### src/rtl/load_store_unit_if.sv
// Request/response and data-memory bus of the load/store unit.
// The LSU is the slave; the MEM stage and the data memory form the master side.
interface load_store_unit_if #(
    parameter int WIDTH = 32
);
    logic             req_valid;
    logic             req_ready;
    logic             req_we;
    logic [2:0]       req_funct3;
    logic [WIDTH-1:0] req_addr;
    logic [WIDTH-1:0] req_wdata;

    logic             rsp_valid;
    logic [WIDTH-1:0] rsp_rdata;
    logic             rsp_misalign;

    logic [WIDTH-1:0] mem_addr;
    logic             mem_re;
    logic             mem_we;
    logic [WIDTH-1:0] mem_wdata;
    logic [WIDTH-1:0] mem_rdata;

    modport slave (
        input  req_valid,
        input  req_we,
        input  req_funct3,
        input  req_addr,
        input  req_wdata,
        input  mem_rdata,
        output req_ready,
        output rsp_valid,
        output rsp_rdata,
        output rsp_misalign,
        output mem_addr,
        output mem_re,
        output mem_we,
        output mem_wdata
    );

    modport master (
        output req_valid,
        output req_we,
        output req_funct3,
        output req_addr,
        output req_wdata,
        output mem_rdata,
        input  req_ready,
        input  rsp_valid,
        input  rsp_rdata,
        input  rsp_misalign,
        input  mem_addr,
        input  mem_re,
        input  mem_we,
        input  mem_wdata
    );
endinterface

### src/rtl/load_store_unit.sv
// RV32I load/store unit in front of a word-wide data memory without byte enables.
// Sub-word stores use read-modify-write; bad accesses never reach memory.
module load_store_unit #(
    parameter int WIDTH = 32
) (
    input  logic             clk,
    input  logic             rst,
    load_store_unit_if.slave bus
);

    typedef enum logic [2:0] {
        IDLE,
        LOAD,
        RMW_RD,
        WRITE,
        RESP
    } state_t;

    state_t state;
    state_t state_nx;

    logic [2:0]       op_f3;
    logic [WIDTH-1:0] op_addr;
    logic [WIDTH-1:0] op_wdata;

    logic [WIDTH-1:0] wbuf;
    logic [WIDTH-1:0] wbuf_nx;
    logic [WIDTH-1:0] rdata_q;
    logic [WIDTH-1:0] rdata_nx;
    logic             mis_q;
    logic             mis_nx;

    logic             accept;
    logic             req_err;
    logic [4:0]       sh;
    logic [WIDTH-1:0] shifted;
    logic [WIDTH-1:0] ld_data;
    logic [WIDTH-1:0] mask;
    logic [WIDTH-1:0] merged;

    assign accept = bus.req_valid & (state == IDLE);

    always_comb begin
        req_err = 1'b0;
        case (bus.req_funct3)
            3'b000:  req_err = 1'b0;
            3'b001:  req_err = bus.req_addr[0];
            3'b010:  req_err = |bus.req_addr[1:0];
            3'b100:  req_err = bus.req_we;
            3'b101:  req_err = bus.req_we | bus.req_addr[0];
            default: req_err = 1'b1;
        endcase
    end

    // Lane shift; halfwords are aligned so the same shift selects them.
    assign sh      = {op_addr[1:0], 3'b000};
    assign shifted = bus.mem_rdata >> sh;

    always_comb begin
        ld_data = shifted;
        case (op_f3)
            3'b000:  ld_data = {{(WIDTH-8){shifted[7]}}, shifted[7:0]};
            3'b001:  ld_data = {{(WIDTH-16){shifted[15]}}, shifted[15:0]};
            3'b100:  ld_data = {{(WIDTH-8){1'b0}}, shifted[7:0]};
            3'b101:  ld_data = {{(WIDTH-16){1'b0}}, shifted[15:0]};
            default: ld_data = shifted;
        endcase
    end

    always_comb begin
        mask   = (op_f3[0] ? WIDTH'(16'hFFFF) : WIDTH'(8'hFF)) << sh;
        merged = (bus.mem_rdata & ~mask) | ((op_wdata << sh) & mask);
    end

    always_ff @(posedge clk or posedge rst) begin
        if (rst) begin
            state    <= IDLE;
            op_f3    <= 3'b000;
            op_addr  <= '0;
            op_wdata <= '0;
            wbuf     <= '0;
            rdata_q  <= '0;
            mis_q    <= 1'b0;
        end else begin
            state   <= state_nx;
            wbuf    <= wbuf_nx;
            rdata_q <= rdata_nx;
            mis_q   <= mis_nx;
            if (accept) begin
                op_f3    <= bus.req_funct3;
                op_addr  <= bus.req_addr;
                op_wdata <= bus.req_wdata;
            end
        end
    end

    always_comb begin
        state_nx      = state;
        wbuf_nx       = wbuf;
        rdata_nx      = rdata_q;
        mis_nx        = mis_q;
        bus.req_ready = 1'b0;
        bus.mem_re    = 1'b0;
        bus.mem_we    = 1'b0;
        bus.rsp_valid = 1'b0;
        unique case (state)
            IDLE: begin
                bus.req_ready = 1'b1;
                if (accept) begin
                    if (req_err) begin
                        rdata_nx = '0;
                        mis_nx   = 1'b1;
                        state_nx = RESP;
                    end else if (!bus.req_we) begin
                        state_nx = LOAD;
                    end else if (bus.req_funct3 == 3'b010) begin
                        wbuf_nx  = bus.req_wdata;
                        state_nx = WRITE;
                    end else begin
                        state_nx = RMW_RD;
                    end
                end
            end
            LOAD: begin
                bus.mem_re = 1'b1;
                rdata_nx   = ld_data;
                mis_nx     = 1'b0;
                state_nx   = RESP;
            end
            RMW_RD: begin
                bus.mem_re = 1'b1;
                wbuf_nx    = merged;
                state_nx   = WRITE;
            end
            WRITE: begin
                bus.mem_we = 1'b1;
                rdata_nx   = '0;
                mis_nx     = 1'b0;
                state_nx   = RESP;
            end
            RESP: begin
                bus.rsp_valid = 1'b1;
                state_nx      = IDLE;
            end
            default: state_nx = IDLE;
        endcase
    end

    assign bus.rsp_rdata    = rdata_q;
    assign bus.rsp_misalign = mis_q;
    assign bus.mem_addr     = {op_addr[WIDTH-1:2], 2'b00};
    assign bus.mem_wdata    = wbuf;

endmodule

### src/flat_wrapper.sv
// flat-port wrapper written by rule: the top's interface ports become plain ports
module load_store_unit_flat 
#(
    parameter int WIDTH = 32
)
  (clk, rst, bus_req_valid, bus_req_we, bus_req_funct3, bus_req_addr, bus_req_wdata, bus_mem_rdata, bus_req_ready, bus_rsp_valid, bus_rsp_rdata, bus_rsp_misalign, bus_mem_addr, bus_mem_re, bus_mem_we, bus_mem_wdata);
  load_store_unit_if #(.WIDTH(WIDTH)) bus_i ();
  input  logic clk;
  input  logic rst;
  input wire logic [$bits(bus_i.req_valid)-1:0] bus_req_valid;
  input wire logic [$bits(bus_i.req_we)-1:0] bus_req_we;
  input wire logic [$bits(bus_i.req_funct3)-1:0] bus_req_funct3;
  input wire logic [$bits(bus_i.req_addr)-1:0] bus_req_addr;
  input wire logic [$bits(bus_i.req_wdata)-1:0] bus_req_wdata;
  input wire logic [$bits(bus_i.mem_rdata)-1:0] bus_mem_rdata;
  output wire logic [$bits(bus_i.req_ready)-1:0] bus_req_ready;
  output wire logic [$bits(bus_i.rsp_valid)-1:0] bus_rsp_valid;
  output wire logic [$bits(bus_i.rsp_rdata)-1:0] bus_rsp_rdata;
  output wire logic [$bits(bus_i.rsp_misalign)-1:0] bus_rsp_misalign;
  output wire logic [$bits(bus_i.mem_addr)-1:0] bus_mem_addr;
  output wire logic [$bits(bus_i.mem_re)-1:0] bus_mem_re;
  output wire logic [$bits(bus_i.mem_we)-1:0] bus_mem_we;
  output wire logic [$bits(bus_i.mem_wdata)-1:0] bus_mem_wdata;
  assign bus_i.req_valid = bus_req_valid;
  assign bus_i.req_we = bus_req_we;
  assign bus_i.req_funct3 = bus_req_funct3;
  assign bus_i.req_addr = bus_req_addr;
  assign bus_i.req_wdata = bus_req_wdata;
  assign bus_i.mem_rdata = bus_mem_rdata;
  assign bus_req_ready = bus_i.req_ready;
  assign bus_rsp_valid = bus_i.rsp_valid;
  assign bus_rsp_rdata = bus_i.rsp_rdata;
  assign bus_rsp_misalign = bus_i.rsp_misalign;
  assign bus_mem_addr = bus_i.mem_addr;
  assign bus_mem_re = bus_i.mem_re;
  assign bus_mem_we = bus_i.mem_we;
  assign bus_mem_wdata = bus_i.mem_wdata;
  load_store_unit #(.WIDTH(WIDTH)) u_core (.clk(clk), .rst(rst), .bus(bus_i));
endmodule
### config.mk
export PLATFORM = sky130hd
export DESIGN_NAME = load_store_unit_flat
export DESIGN_NICKNAME = d
export VERILOG_FILES = /design/src/rtl/load_store_unit_if.sv /design/src/rtl/load_store_unit.sv /design/src/flat_wrapper.sv
export SDC_FILE = /design/constraint.sdc
export NUM_CORES = 1
export LEC_CHECK = 0
export CAP_MARGIN = 0
export CORE_AREA = 5 5 123 125
export CTS_CLUSTER_SIZE = 20
export DETAILED_ROUTE_END_ITERATION = 12
export DIE_AREA = 0 0 128 130
export HOLD_SLACK_MARGIN = 0.08
export PLACE_DENSITY = 0.79
export SYNTH_ARGS = -nofsm -noshare
export SYNTH_HDL_FRONTEND = slang
export SYNTH_SLANG_ARGS = --single-unit
### constraint.sdc
create_clock -name clk -period 4.2 [get_ports clk]
set_clock_uncertainty 0.05 [all_clocks]
set_input_delay 0.63 -clock clk [delete_from_list [all_inputs] [get_ports clk]]
set_output_delay 0.63 -clock clk [all_outputs]
set_load 0.005 [all_outputs]
==> results.md <==
* Via count of the first global-routing pass at 5399
* MaxCap Viol Count at 0
* Routed vias/inst at 5.69
* Setup Fix Bufs, Post-CTS at 0
* Crit path DAT at 2.13 ns
* HPWL Detailed at 14600 microns
* Syn_area_per_cell at 11.1 sq um
* #FFs+latches synth at 119
* Setup violations, final at 0
* Hold buffers post-CTS at 0
* Mapped cell area at 6240 sq um
* Tightest Hold Check Type: flip-flop to flip-flop
* Die Ht at 130 microns
* Global-route wire length before repair at 29900 microns
* Port bufs at 201
* Final WL at 19300 microns
* Placer Congestion at 0.909
* CP cell instances: nor3b_1 -> buf_4 -> or2_2 -> clkdlybuf4s50_1
* Clock slew at reported path FFs at 0.05 ns
* Clk root buf: clkbuf_16
* DRC at 0
* Layout Cells excl Fill at 912
* Leakage at 3.69 nW
* Final period util at 67.0%
* Nets at 822
* CTS tree: built
* Average wire per standard cell at 21.2 microns
* Initial antenna violation count at 0
* Top delay family on crit path: buffers and inverters
* Worst setup path endpoint: bus_mem_re
* Worst-skew pair later-pin latency at 0.42 ns
* Largest area contributor in the netlist: dfrtp_1
* Die ar. at 16600 sq um
* Commonest cells in the netlist: dfrtp_1 (119), mux2_2 (64), nor2_1 (48)
* Crit-path max cell delay at 0.60 ns
* CP Buf/Inv Count at 2
* DP Cell Count at 880
* Crit path depth at 4
* Area grow syn2layout at 39.1%
* Largest net degree at the start of global routing at 87
* Seq/Total Area, Yosys at 47.7%
* Setup Crit Path Kind: flip-flop to primary output
* Fillers at 1111
* Power Density at 724 nW/um^2
* Worst path slowest cell: dfrtp_1
* Number of distinct library cells after synthesis at 49
* Synth warn at 0
* Cts repair resizes at 0
* Share of flip-flops with an asynchronous set or reset at 100%
* TritonCTS Buffers at 17
* Setup ws final at 1.39 ns
* RSZ-0062 raised after global routing: no
* Core ar. at 13800 sq um
* R2r startpoint: u_core.op_addr[1]
* Final design utilization at 63.0%
* Fmax at 355 MHz
* Ant diodes at 0
* Worst-Margin Slew at 1.07 ns
* Ratio of cells with drive above 1 in the final layout at 16.0%
* Critical path origin: u_core.state[1]
* Hold_ws at 0.438 ns
* Gr ovfl total at 0
* Setup TNS at 0 ns
* Drt first pass iters at 8
* Die W at 128 microns
* Global-route total usage across every layer at 23.5%
* Max VDD drop at 304 uV
* Final worst path period need at 2.81 ns
* FP Rows at 43
* Fin. max-slew vios at 0
* Crit-path max FO at 12
* Final Hold Viols at 0
* DRT iter0 DRCs at 362
* TritonCTS Sinks at 119
* I/O pins at 204
* Status: completed
* DP Worst Slack at 1.27 ns
* Routed Antenna Nets at 0
* Initial Util at 45.3%
* Worst slew margin at 28.5%
* Number of synthesized flops with an enable pin at 0
* Critical register-to-register path endpoint: u_core.bus.rsp_rdata[17]
* Worst R2R Path Depth at 4
* Max clock buf depth at 2
* Main synth FF type: dfrtp_1
* Top cells by area in the synthesized netlist: dfrtp_1 (48%), mux2_2 (12%), mux2i_1 (6.9%), buf_4 (4.0%), nor2_1 (2.9%)
* Post-Synthesis Cells at 563
* Most frequent cell after synthesis: dfrtp_1
* Via count at 5193
* CP Launch Type: flip-flop
* CP required at 3.52 ns
* Crit end category: primary output
* Reg2Reg Setup Slack at 1.59 ns
* H-tree depth reported by CTS at 4
* Synth top area share at 47.7%
==> cell usage in the layout (no fill, tap or decap), types with 8 or more instances in the layout <==
cell type,instances
nor2_1,47
a21oi_1,33
o31ai_1,17
o22ai_1,17
clkbuf_16,17
clkdlybuf4s50_1,201
o2bb2ai_1,8
dfrtp_1,118
a221o_1,17
o21ai_0,32
nand3b_1,8
mux2_2,64
buf_4,8
mux2i_1,43
nor2b_1,9
nand2_1,18
==> cell families (layout without fill, tap and decap cells) <==
logic type	Yosys count	after routing	share of synthesized area [%]
xor gates and xnor gates	1	1	0.140
buffers and inverters	80	248	7.76
muxes	111	111	19.3
other	1	2	0.0601
and+or+nand+nor	103	103	8.48
DFF	119	119	47.7
AOI/OAI and AO/OA	148	148	16.5
==> worst min path at each step <==
| stage | start | to | slack [ns] | depth (start not counted) |
|---|---|---|---|---|
| after floorplan | u_core.op_addr[13] | u_core.op_addr[13] | 0.41 | 1 |
| after global placement | u_core.op_addr[21] | u_core.op_addr[21] | 0.42 | 1 |
| after detailed placement | u_core.bus.rsp_rdata[15] | u_core.bus.rsp_rdata[15] | 0.43 | 1 |
| after CTS | u_core.bus.rsp_rdata[22] | u_core.bus.rsp_rdata[22] | 0.44 | 1 |
| after global routing | u_core.bus.rsp_rdata[22] | u_core.bus.rsp_rdata[22] | 0.47 | 1 |
| final | u_core.op_addr[13] | u_core.op_addr[13] | 0.44 | 1 |
==> metal layers <==
metal | vias up | share of wire, % | GRT usage (%)
li1 | 2351 | - | -
met1 | 2510 | 41 | 29.7
met2 | 287 | 47 | 38.4
met3 | 45 | 8.5 | 6.30
met4 | 0 | 2.7 | 9.43
met5 | - | 0 | 0
==> metrics by stage <==
stage	instance area [sq um]	power, mW
3_3_place_gp	8100	4.77
4_1_cts	8680	6.31
2_1_floorplan	6240	3.68
6_report	8680	6.28
5_1_grt	8680	6.63
3_5_place_dp	8100	4.85
==> registers in the layout, indices dropped and copies added, names as in the netlist <==
signal                   count
u_core.state                 3
u_core.op_addr              32
u_core.op_wdata             16
u_core.bus.rsp_misalign      1
u_core.bus.rsp_rdata        32
u_core.bus.mem_wdata        32
u_core.op_f3                 3
==> cell type report <==
class                           instances  area, sq um  share of cell area [%]
Sequential cell                       119         2980                    34.3
Clock inverter                         10          128                    1.47
Multi-Input combinational cell        365         2790                    32.2
Clock buffer                           22          454                    5.23
Timing Repair Buffer                  209         2070                    23.9
Tap cell                              180          225                    2.59
Inverter                                7         28.8                   0.332
==> where the power goes <==
part | total [mW] | switching (mW) | internal (mW)
registers | 2.17 | 0.497 | 1.68
logic | 2.67 | 1.07 | 1.60
clock network | 1.44 | 0.498 | 0.940
total | 6.28 | 2.07 | 4.21
Note: power is estimated with default switching activity, not from simulation.
